<file path="src/rtl/stp_pkg.sv">
// Shared definitions for the serial-to-parallel framer: width helpers,
// complex-word packing and the output-register action encoding.
package stp_pkg;

  localparam int DEF_DW = 16;
  localparam int CW     = 2 * DEF_DW;
  // Widest sample the packing helpers handle.
  localparam int MAX_DW = 32;

  // What the output register does on a given edge.
  typedef enum logic [1:0] {
    ACT_HOLD,
    ACT_LOAD,
    ACT_DROP,
    ACT_DRAIN
  } out_act_e;

  function automatic int clog2(input int value);
    int r;
    r = 0;
    while ((1 << r) < value) r++;
    return r;
  endfunction

  // Complex word {re, im=0}. The caller keeps the low 2*dw bits.
  function automatic logic [2*MAX_DW-1:0] cplx_pack(input logic [MAX_DW-1:0] re,
                                                    input int dw);
    return {{MAX_DW{1'b0}}, re} << dw;
  endfunction

  function automatic logic [MAX_DW-1:0] cplx_re(input logic [2*MAX_DW-1:0] word,
                                                input int dw);
    logic [2*MAX_DW-1:0] s;
    s = word >> dw;
    return s[MAX_DW-1:0];
  endfunction

endpackage

</file>
<file path="src/rtl/stp_frame_buf.sv">
// Serial-to-parallel framer: collects N real samples (optionally overlapped by
// HOP) and presents them as N complex words behind a held valid/ready register.
module stp_frame_buf
  import stp_pkg::*;
#(
  parameter int DW  = 16,
  parameter int N   = 16,
  parameter int HOP = N
) (
  input  logic              CLK,
  input  logic              RST,
  input  logic              in_valid,
  input  logic [DW-1:0]     in_d,
  output logic              out_valid,
  input  logic              out_ready,
  output logic [N*2*DW-1:0] out_d,
  output logic              ovf
);

  localparam int WORD_W = 2 * DW;
  localparam int CNT_W  = clog2(N) + 1;

  localparam logic [CNT_W-1:0] FILL_LAST = CNT_W'(N - 1);
  localparam logic [CNT_W-1:0] FILL_FULL = CNT_W'(N);
  localparam logic [CNT_W-1:0] HOP_LAST  = CNT_W'(HOP - 1);

  logic [DW-1:0]       sh [N];
  logic [N*WORD_W-1:0] frame_nxt;
  logic [CNT_W-1:0]    fill;
  logic [CNT_W-1:0]    hop;
  logic                primed;
  logic                fire;
  out_act_e            act;

  // Shift line: oldest sample at index 0, newest enters at N-1.
  // NOTE: the shift line is reset because its clear state is part of the
  // block's defined reset behaviour; sequential state always uses <=.
  for (genvar k = 0; k < N; k++) begin : g_shift
    if (k == N - 1) begin : g_tail
      always_ff @(posedge CLK or posedge RST) begin
        if (RST)           sh[k] <= '0;
        else if (in_valid) sh[k] <= in_d;
      end
    end else begin : g_body
      always_ff @(posedge CLK or posedge RST) begin
        if (RST)           sh[k] <= '0;
        else if (in_valid) sh[k] <= sh[k+1];
      end
    end
  end

  // Capture bypasses the current sample so the frame is ready on its last edge.
  for (genvar k = 0; k < N; k++) begin : g_capture
    if (k == N - 1) begin : g_new
      assign frame_nxt[k*WORD_W +: WORD_W] = WORD_W'(cplx_pack(MAX_DW'(in_d), DW));
    end else begin : g_old
      assign frame_nxt[k*WORD_W +: WORD_W] = WORD_W'(cplx_pack(MAX_DW'(sh[k+1]), DW));
    end
  end

  assign fire = in_valid && (primed ? (hop == HOP_LAST) : (fill == FILL_LAST));

  // A gap in the stream throws away both the partial frame and overlap history.
  always_ff @(posedge CLK or posedge RST) begin
    if (RST) begin
      fill   <= '0;
      hop    <= '0;
      primed <= 1'b0;
    end else if (!in_valid) begin
      fill   <= '0;
      hop    <= '0;
      primed <= 1'b0;
    end else begin
      if (fill != FILL_FULL) fill <= fill + 1'b1;
      if (fire || hop == HOP_LAST) hop <= '0;
      else                         hop <= hop + 1'b1;
      if (fire) primed <= 1'b1;
    end
  end

  // NOTE: act gets a default before any branch so no latch is inferred.
  always_comb begin
    act = ACT_HOLD;
    if (fire) begin
      if (out_valid && !out_ready) act = ACT_DROP;
      else                         act = ACT_LOAD;
    end else if (out_ready) begin
      act = ACT_DRAIN;
    end
  end

  // A held frame is never overwritten; a frame that cannot be loaded is dropped.
  always_ff @(posedge CLK or posedge RST) begin
    if (RST) begin
      out_valid <= 1'b0;
      out_d     <= '0;
      ovf       <= 1'b0;
    end else begin
      ovf <= (act == ACT_DROP);
      case (act)
        ACT_LOAD: begin
          out_valid <= 1'b1;
          out_d     <= frame_nxt;
        end
        ACT_DRAIN: out_valid <= 1'b0;
        default: ;
      endcase
    end
  end

endmodule

</file>
<file path="config.mk">
export PLATFORM = sky130hd
export DESIGN_NAME = stp_frame_buf
export DESIGN_NICKNAME = d
export VERILOG_FILES = /design/src/rtl/stp_pkg.sv /design/src/rtl/stp_frame_buf.sv
export SDC_FILE = /design/constraint.sdc
export NUM_CORES = 1
export LEC_CHECK = 0
export CAP_MARGIN = 20
export CORE_AREA = 2 2 210 212
export DETAILED_ROUTE_END_ITERATION = 8
export DIE_AREA = 0 0 212 214
export PLACE_DENSITY = 0.81
export SYNTH_ARGS = -nofsm -noshare
export SYNTH_HDL_FRONTEND = slang
export SYNTH_SLANG_ARGS = --single-unit
</file>
<file path="constraint.sdc">
create_clock -name CLK -period 51.9 [get_ports CLK]
set_input_delay 15.57 -clock CLK [delete_from_list [all_inputs] [get_ports CLK]]
set_output_delay 15.57 -clock CLK [all_outputs]
set_load 0.01 [all_outputs]
</file>
==> results.json, run 1 <==
{
  "netlist-cell-type-count": 27,
  "vias": 10500,
  "min_period_over_period": 0.352,
  "rsz0062_at_grt": "false",
  "vias_per_cell": 4.62,
  "worstSetupEndpointType": "register",
  "drtAntennaViolNets": 0,
  "synthToLayoutAreaGrowth_pct": 18.3,
  "utilization": 0.589,
  "arrival_ns": 18.74,
  "die-area_sq_um": 45400,
  "critical_path_class": "input pin to register",
  "die_h_microns": 214,
  "crit_start": "out_ready",
  "final_layout_size_suffix_gt1_frac": 0.266,
  "hold_class": "register to register",
  "n_antenna_cell": 0,
  "synth_seq_cells": 509,
  "cts_setup_buffers": 0,
  "layout_common_cells": "dfrtp_1 (509), clkdlybuf4s50_1 (276), mux2_2 (256), conb_1 (256), mux2_1 (140)",
  "fill_cells": 3263,
  "synth_area_sq_um": 21400,
  "grt_pass1_vias": 11000,
  "powerDensity_nw_per_um2": 39.5,
  "firstDrtPassIters": 4,
  "io_buffers": 277,
  "clkSinkCount": 509,
  "gp_congestion": 0.823,
  "final_common_cell": "dfrtp_1",
  "power_leakage_nw": 12.4,
  "startpoint_type": "input pin",
  "status": "finished clean",
  "core_sq_um": 42900,
  "vdd_drop_max_uv": 25.4,
  "max_freq_mhz": 54.7,
  "cts_tree": "yes",
  "cts_resized": 0,
  "yosysSeqAreaShare": 0.596,
  "io_pins": 534,
  "antenna_found_initial": 0,
  "rows": 76,
  "max_slew_margin": 0.287,
  "gr-usage-all-layers": 0.183,
  "htree_levels": 2,
  "netlist_instances": 1361,
  "wl_per_cell_microns": 18.4,
  "cts_buffers": 51,
  "tightest_slew_ns": 1.07,
  "gr-total-overflow": 0,
  "final-setup-viol-count": 0,
  "grt_max_degree": 194,
  "clk_latency_ns": 0.58,
  "initial_core_util": 0.498,
  "cts_hold_buffers": 0,
  "path_max_fanout": 68,
  "final_hold_viol_count": 0,
  "die_x_microns": 212,
  "r2r-start": "fill[0]",
  "yosysWarnings": 0,
  "dp_cells": 2175,
  "drv_cap": 0,
  "min_from": "hop[0]",
  "avgSynthCellArea_sq_um": 15.7,
  "cts_root_buf": "clkbuf_16",
  "clk_pin_slew_ns": 0.06,
  "post-dp-hpwl_microns": 28600,
  "grt_pass1_wl_microns": 65100,
  "clockBufferDepth": 3,
  "crit_required_ns": 52.35,
  "setup_tns_ns": 0,
  "clock_skew_ns": 0.0163,
  "slew_viol_final": 0,
  "routed_wl_microns": 41700,
  "final_nets": 1669,
  "fin_crit_ns": 18.29,
  "drt_iter0_markers": 501,
  "drc": 0,
  "layout.cells.non_filler": 2268
}
worst max-delay path, stage by stage:
cell	delay [ns]
clkdlybuf4s50_1	0.39
nand2b_1	0.20
nand3_4	0.36
buf_4	0.80
buf_4	0.93
mux2_1	0.39
area by class of cell:
class	count	area, sq um	share of cell area
flip-flops and latches	509	12700	0.504
multi-input cells	789	7200	0.285
repair buffers	287	2890	0.114
clock buffers	75	1470	0.0581
well taps	585	732	0.0290
clock inverters	17	218	0.00861
inverters	6	30.0	0.00119
report_power, final:
group          total [mW]  leakage (nW)  switching, mW  internal, mW
Sequential          0.533          6.62         0.0651         0.468
Combinational      0.0960          5.00         0.0377        0.0583
Clock               0.369         0.833          0.149         0.220
layer usage:
layer,wire (microns),GRT usage,up-vias
li1,-,-,4702
met1,17500,0.236,5456
met2,20200,0.295,265
met3,3020,0.0581,59
met4,1000,0.0601,0
met5,0,0,-
Yosys cell counts:
| master | count | share of area |
|---|---|---|
| dfrtp_1 | 509 | 0.60 |
| buf_4 | 256 | 0.090 |
| mux2_2 | 256 | 0.13 |
| mux2_1 | 140 | 0.074 |
| mux2_4 | 101 | 0.071 |
| buf_6 | 27 | 0.014 |
| buf_2 | 25 | 0.0059 |
| nor2_1 | 7 | 0.0012 |
| inv_1 | 6 | 0.0011 |
| ha_1 | 5 | 0.0029 |
| and3_1 | 3 | 0.00088 |
| clkbuf_1 | 3 | 0.00053 |
| nand3_1 | 3 | 0.00070 |
| xnor2_1 | 3 | 0.0012 |
| and2_1 | 2 | 0.00059 |
| nand2_1 | 2 | 0.00035 |
| nand2b_1 | 2 | 0.00059 |
| xor2_1 | 2 | 0.00082 |
| a21boi_0 | 1 | 0.00035 |
| and4bb_2 | 1 | 0.00059 |
| buf_1 | 1 | 0.00018 |
| conb_1 | 1 | 0.00018 |
| mux2i_1 | 1 | 0.00047 |
| nand3_4 | 1 | 0.00082 |
| nand3b_1 | 1 | 0.00035 |
| nor2b_1 | 1 | 0.00029 |
| o21a_1 | 1 | 0.00035 |
flip-flops by register name, indices dropped and copies added, names as in the netlist:
name       count
out_valid      1
out_d        256
hop            5
primed         1
fill           5
ovf            1
frame_nxt    240
final timing paths:
path,to,slack [ns],cells past startpoint
setup reg to reg,out_d[279],47.86,8
hold reg to reg,hop[0],0.48,1
hold / removal,hop[0],0.48,1
min in group asynchronous,frame_nxt[17],15.57,2
setup / recovery,out_d[279],33.61,6
max in group asynchronous,out_d[309],34.04,4
per-stage QoR:
stage	setup WS (ns)	cell area (sq um)	power [mW]	hold WS, ns
3_3_place_gp	32.56	23600	0.629	0.444
3_5_place_dp	32.53	23600	0.639	0.472
6_report	33.61	25300	0.998	0.476
2_1_floorplan	22.12	22300	0.606	0.433
4_1_cts	33.15	25200	1.01	0.483
5_1_grt	33.45	25300	1.05	0.509
cell families after synthesis:
logic type               synth area share
other                            0.000175
multiplexers                        0.280
adder cells (fa/ha/maj)           0.00293
flip-flops                          0.596
buffers and inverters               0.112
AO/OA/AOI/OAI                    0.000703
AND/OR/NAND/NOR                   0.00638
XOR/XNOR                          0.00205
Power figures use the tool's default switching activity.
==> inputs of run 2 (changes only) <==
- CORE_AREA: 2 2 210 212 -> unset
- CORE_MARGIN: unset -> 1
- CORE_UTILIZATION: unset -> 50
- DIE_AREA: 0 0 212 214 -> unset
- clock period: 51.9 -> 17.9 ns (I/O delays scaled with it)
==> results.json, run 2 (synthesis results as in run 1) <==
{
  "layout_common_cells": "dfrtp_1 (509), clkdlybuf4s50_1 (276), mux2_2 (256), conb_1 (256), mux2_1 (140)",
  "drtAntennaViolNets": 0,
  "antenna_found_initial": 0,
  "final_hold_viol_count": 0,
  "path_max_fanout": 105,
  "io_pins": 534,
  "die_x_microns": 209,
  "core_sq_um": 42000,
  "setup_slack_ns": 10.06,
  "layout.cells.non_filler": 2223,
  "clkSinkCount": 509,
  "setup_tns_ns": 0,
  "cp_slowest_cell": "nand3_4",
  "grt_pass1_wl_microns": 65500,
  "drv_cap": 0,
  "synthToLayoutAreaGrowth_pct": 17.9,
  "path_buf_inv": 4,
  "gr-usage-all-layers": 0.192,
  "vias": 10600,
  "post-dp-hpwl_microns": 27900,
  "crit_top_cell": "buf_4",
  "gr-total-overflow": 0,
  "regMostFlops": "out_d",
  "cts_setup_buffers": 0,
  "wl_per_cell_microns": 18.7,
  "cts_root_buf": "clkbuf_16",
  "cts_tree": "yes",
  "crit_path_max_incr_delay_ns": 0.74,
  "critical_path_class": "input pin to register",
  "grt_pass1_vias": 11000,
  "clock_skew_ns": 0.0266,
  "cts_resized": 0,
  "vdd_drop_max_uv": 74.9,
  "fin_crit_ns": 7.84,
  "final-setup-viol-count": 0,
  "die-area_sq_um": 43600,
  "slew_viol_final": 0,
  "cts_buffers": 51,
  "n_antenna_cell": 0,
  "largest_reg_flops": 256,
  "critical_path.top_delay_family": "buffers and inverters",
  "routed_wl_microns": 41500,
  "max_slew_margin": 0.321,
  "initial_core_util": 0.508,
  "hold_class": "register to register",
  "arrival_ns": 8.28,
  "crit_required_ns": 18.34,
  "firstDrtPassIters": 4,
  "power_leakage_nw": 12.4,
  "htree_levels": 2,
  "final_common_cell": "dfrtp_1",
  "drc": 0,
  "startpoint_type": "input pin",
  "rows": 75,
  "dp_slack_ns": 9.15,
  "final_nets": 1671,
  "min_period_over_period": 0.438,
  "clk_latency_ns": 0.58,
  "clk_pin_slew_ns": 0.06,
  "cts_hold_buffers": 0,
  "status": "finished clean",
  "fill_cells": 3146,
  "io_buffers": 277,
  "powerDensity_nw_per_um2": 113,
  "clockBufferDepth": 3,
  "worstSetupEndpointType": "register",
  "grt_max_degree": 193,
  "dp_cells": 2130,
  "vias_per_cell": 4.78,
  "gp_congestion": 0.790,
  "tightest_slew_ns": 1.02,
  "final_layout_size_suffix_gt1_frac": 0.269,
  "die_h_microns": 209,
  "rsz0062_at_grt": "false",
  "crit_chain": "buf_8 -> nand3_4 -> buf_4 -> buf_16 -> buf_4 -> mux2_1",
  "utilization": 0.599,
  "drt_iter0_markers": 613,
  "max_freq_mhz": 128
}
run 2: cell types whose count changed in the layout (fill, tap and decap cells not counted):
cell        change
clkinv_4        -1
clkinvlp_4      +4
clkbuf_1        -5
buf_12          +2
clkbuf_16       -1
inv_8           -1
bufinv_16       -4
clkbuf_8        +4
clkinv_8        +1
inv_6           +1
clkinv_2        +1
run 2: metal layers:
metal / vias up / global-route usage / share of wire
met5: - / 0 / 0
li1: 4733 / - / -
met1: 5594 / 0.251 / 0.42
met2: 251 / 0.303 / 0.49
met3: 49 / 0.0724 / 0.079
met4: 0 / 0.0456 / 0.016
run 2: stage by stage:
| step | hold WS, ns | power [mW] | instance area, sq um |
|---|---|---|---|
| 2_1_floorplan | 0.433 | 1.76 | 22300 |
| 3_3_place_gp | 0.444 | 1.82 | 23500 |
| 3_5_place_dp | 0.460 | 1.85 | 23500 |
| 4_1_cts | 0.468 | 2.89 | 25100 |
| 5_1_grt | 0.491 | 2.99 | 25200 |
| 6_report | 0.466 | 2.85 | 25200 |
run 2: where the power goes:
part / switching (mW) / internal [mW]
clock network: 0.435 / 0.589
logic: 0.111 / 0.170
registers: 0.186 / 1.36
run 2: worst reg2reg max path, cell delays in order (launching register included):
cell and delay [ns]:
dfrtp_1 0.42, ha_1 0.24, and3_1 0.19, ha_1 0.21, mux2_4 0.29, nand3_4 0.51, buf_4 0.39, buf_16 0.34
buf_4 0.60, mux2_1 0.39
run 2: final cells by class:
type / instances / area [sq um] / area share
timing repair buffer: 289 / 2930 / 0.116
inverter: 6 / 26.3 / 0.00104
clock inverter: 18 / 141 / 0.00561
multi-input combinational: 789 / 7200 / 0.286
tap: 539 / 674 / 0.0268
sequential: 509 / 12700 / 0.506
clock buffer: 73 / 1480 / 0.0588
run 2: path summary, 6_finish.rpt:
path                           from          to  slack (ns)  cells past startpoint
max                        in_valid  out_d[350]       10.06                      6
min                          hop[0]      hop[0]        0.47                      1
max reg2reg                 fill[0]  out_d[350]       14.19                      9
min reg2reg                  hop[0]      hop[0]        0.47                      1
max in group asynchronous       RST  out_d[497]       10.08                      6
min in group asynchronous       RST   out_d[16]        5.48                      3
==> RTL change, RTL diff (flow settings as in run 2) <==
Make the reset (`RST`) synchronous in 4 clocked blocks.
--- a/src/rtl/stp_frame_buf.sv
+++ b/src/rtl/stp_frame_buf.sv
@@ -38,10 +38,10 @@
   for (genvar k = 0; k < N; k++) begin : g_shift
     if (k == N - 1) begin : g_tail
-      always_ff @(posedge CLK or posedge RST) begin
+      always_ff @(posedge CLK) begin
         if (RST)           sh[k] <= '0;
         else if (in_valid) sh[k] <= in_d;
       end
     end else begin : g_body
-      always_ff @(posedge CLK or posedge RST) begin
+      always_ff @(posedge CLK) begin
         if (RST)           sh[k] <= '0;
         else if (in_valid) sh[k] <= sh[k+1];
@@ -62,5 +62,5 @@
 
   // A gap in the stream throws away both the partial frame and overlap history.
-  always_ff @(posedge CLK or posedge RST) begin
+  always_ff @(posedge CLK) begin
     if (RST) begin
       fill   <= '0;
@@ -91,5 +91,5 @@
 
   // A held frame is never overwritten; a frame that cannot be loaded is dropped.
-  always_ff @(posedge CLK or posedge RST) begin
+  always_ff @(posedge CLK) begin
     if (RST) begin
       out_valid <= 1'b0;
Formal check against the unedited RTL: no difference found for any inputs over 10 cycles, from zero or initial values and one cycle with RST high; that may be too few to reach the edited logic, so the function may still have changed.
==> RTL change against run 2 <==
Utilization is 0.70 points lower; via count is 22% higher; routed wire length is 11% higher; sequential cell count stayed put; final cell count increased by 26%; maximum frequency decreased by 14%; setup slack worse by 1.3 ns; synthesized area rose by 6.3%; critical path depth increased by 1; first-iteration DRC count increased by 39%; die area up 6.3%; cell area up 4.6%.
Power is not compared: it rests on default switching activity, and its combinational part moved more than twofold at a synthesized area within 25%.
==> RTL change: results (changes against run 2) <==
Outcome
  – Outcome: finished, final reports clean

Detailed routing
  – Starting DRT DRC Count: 855 (+39%)
  – Via/cell ratio: 4.64 (-2.9%)
  – WL/cell: 16.5 µm (-12%)
  – Pre-antenna DRT Iters: 5 (+1)

Finish
  – Fillers: 3618 (+15%)
  – Non-Filler Instances: 2798 (+26%)
  – Largest regs: out_d: 256 flops, sh: 240 flops
  – Post-layout nets: 2188 (+31%)
  – Layout cells sized above 1: 4.08% (-23 points)
  – Number of diodes: 0 (unchanged)

STA
  – Worst clock skew: 0.0315 ns (+0.00486 ns)
  – Slew Limit Fails: 0 (unchanged)
  – Slew HR: 29.4% (-2.7 points)

CTS
  – CTS buffer count: 51 (unchanged)
  – Clock transition at the registers of the reported paths: 0.06 ns (about the same)
  – CTS H-tree lvls: 2 (unchanged)
  – Post-CTS sizing: 0 (unchanged)
  – # Post-CTS Setup Buffers: 0 (unchanged)
  – Max clock buf depth: 3 (unchanged)
  – Clk root buf: clkbuf_16
  – Clock network latency to the later pin of the worst-skew pair: 0.60 ns (+0.02 ns)

Place
  – Placer Congestion: 0.814 (+3.1%)
  – Placed cell area: 24700 µm² (+5.2%)
  – Post-DP HPWL: 29700 µm (+6.5%)
  – Port bufs: 277 (unchanged)
  – Placed Cells: 2701 (+27%)

Synthesis
  – Post-synth ARST share: 0% (-100 points)
  – Sequential element share of the synthesized area: 55.4% (-4.2 points)
  – Netlist cell types: 27 (unchanged)
  – Top cells by count, synth: 514 x nand2b_1, 269 x dfxtp_1, 256 x buf_4, 256 x mux2i_1
  – Syn. warnings: 0 (unchanged)
  – Ranking of synthesized cells by area: edfxtp_1 32%, dfxtp_1 24%, nand2b_1 14%
  – Synth Instances: 1935 (+42%)
  – Synth Flop Type: dfxtp_1
  – Number of synthesized flops with an enable pin: 240 (+240)

Power
  – LEAKAGE: 0.00949 µW
  – Psw: 541 µW
  – Worst VDD drop: 0.0000925 V

Worst setup path
  – Worst r2r src: fill[1]$_SDFFE_PN0P_
  – Worst Path Arrival: 9.64 ns (+1.36 ns)
  – Critical path startpoint: out_ready
  – Reg2Reg Depth: 9 (unchanged)
  – Reg-to-Reg End: out_d[217]$_SDFFE_PP0N_
  – Reg-to-reg slack, setup: 13.00 ns (-1.19 ns)
  – Crit Path Max Fanout: 60 (-43%)

Worst hold path
  – WHS Path Cells: 1 (unchanged)
  – Hold Path Origin: hop[0]$_SDFF_PP0_
  – Min-Delay Path Class: reg2reg
  – Hold EP: hop[0]$_SDFF_PP0_

Global route
  – Antenna violations before repair: 0 (unchanged)
  – First-pass GRT wire length: 70900 µm (+8.3%)
  – GR Util All Layers: 19.2% (about the same)
  – Vias in the first global route: 13000 (+17%)
  – Largest net degree at the start of global routing: 214 (+11%)

Job
  – Max-cap viol count: 0 (unchanged)
==> RTL change: cell types whose count changed after synthesis, sizes merged, moves of 238 or more <==
cell and delta:
dfxtp +269, mux2 -496, dfrtp -509, nand2b +512, mux2i +255, edfxtp +240
and2 +238
==> RTL change: cells by family after synthesis <==
family	count (synthesis)	share of synthesized area [%]
AO/OA/AOI/OAI	4	0.105
XOR/XNOR	4	0.154
adder cells (fa/ha/maj)	5	0.275
buffers and inverters	375	11.4
flip-flops	509	55.4
multiplexers	257	11.3
other	1	0.0165
AND/OR/NAND/NOR	780	21.3
==> RTL change: worst max path at each step <==
stage	to	slack, ns	depth (start not counted)
floorplan	sh[10][0]$_SDFFCE_PN0P_	8.90	2
global route	out_d[217]$_SDFFE_PP0N_	8.58	7
finish	out_d[217]$_SDFFE_PP0N_	8.76	7
detailed placement	out_d[217]$_SDFFE_PP0N_	8.17	7
global placement	out_d[281]$_SDFFE_PP0N_	8.29	7
CTS	out_d[217]$_SDFFE_PP0N_	8.81	7
==> RTL change: layout make-up <==
cell class                      instances  area share, %
Sequential cell                       509           47.8
Timing Repair Buffer                  289           11.0
Inverter                                6         0.0855
Clock buffer                           70           5.42
Tap cell                              592           2.81
Clock inverter                         26          0.608
Multi-Input combinational cell       1306           32.3
==> RTL change: power groups by stage <==
stage	clock network (µW)	logic, µW	registers, µW
floorplan	0	126	1290
global placement	0	101	1300
detailed placement	0	103	1300
CTS	1040	104	1280
global route	1090	116	1280
finish	1010	105	1280
==> RTL change: worst max-delay path, cell delays in order <==
cell and delay [ns]:
clkdlybuf4s50_1 0.45, nand2b_1 0.14, and3_4 0.67, buf_4 0.68, buf_4 0.87, buf_4 0.95, mux2i_1 0.30
==> RTL change: through the flow <==
| step | setup WS, ns | utilization (%) | hold slack, ns |
|---|---|---|---|
| global route | 8.58 | 59.2 | 0.475 |
| global placement | 8.29 | 55.6 | 0.427 |
| CTS | 8.81 | 59.1 | 0.457 |
| detailed placement | 8.17 | 55.6 | 0.443 |
| floorplan | 8.90 | - | 0.418 |
| finish | 8.76 | 59.2 | 0.453 |
==> RTL change: layer usage <==
layer  vias up  track usage [%]  routed length (µm)
li1       6225                -                   -
met1      6344             25.4               20000
met2       351             31.8               22700
met3        67             3.45                2260
met4         0             6.29                1180
met5         -                0                   0
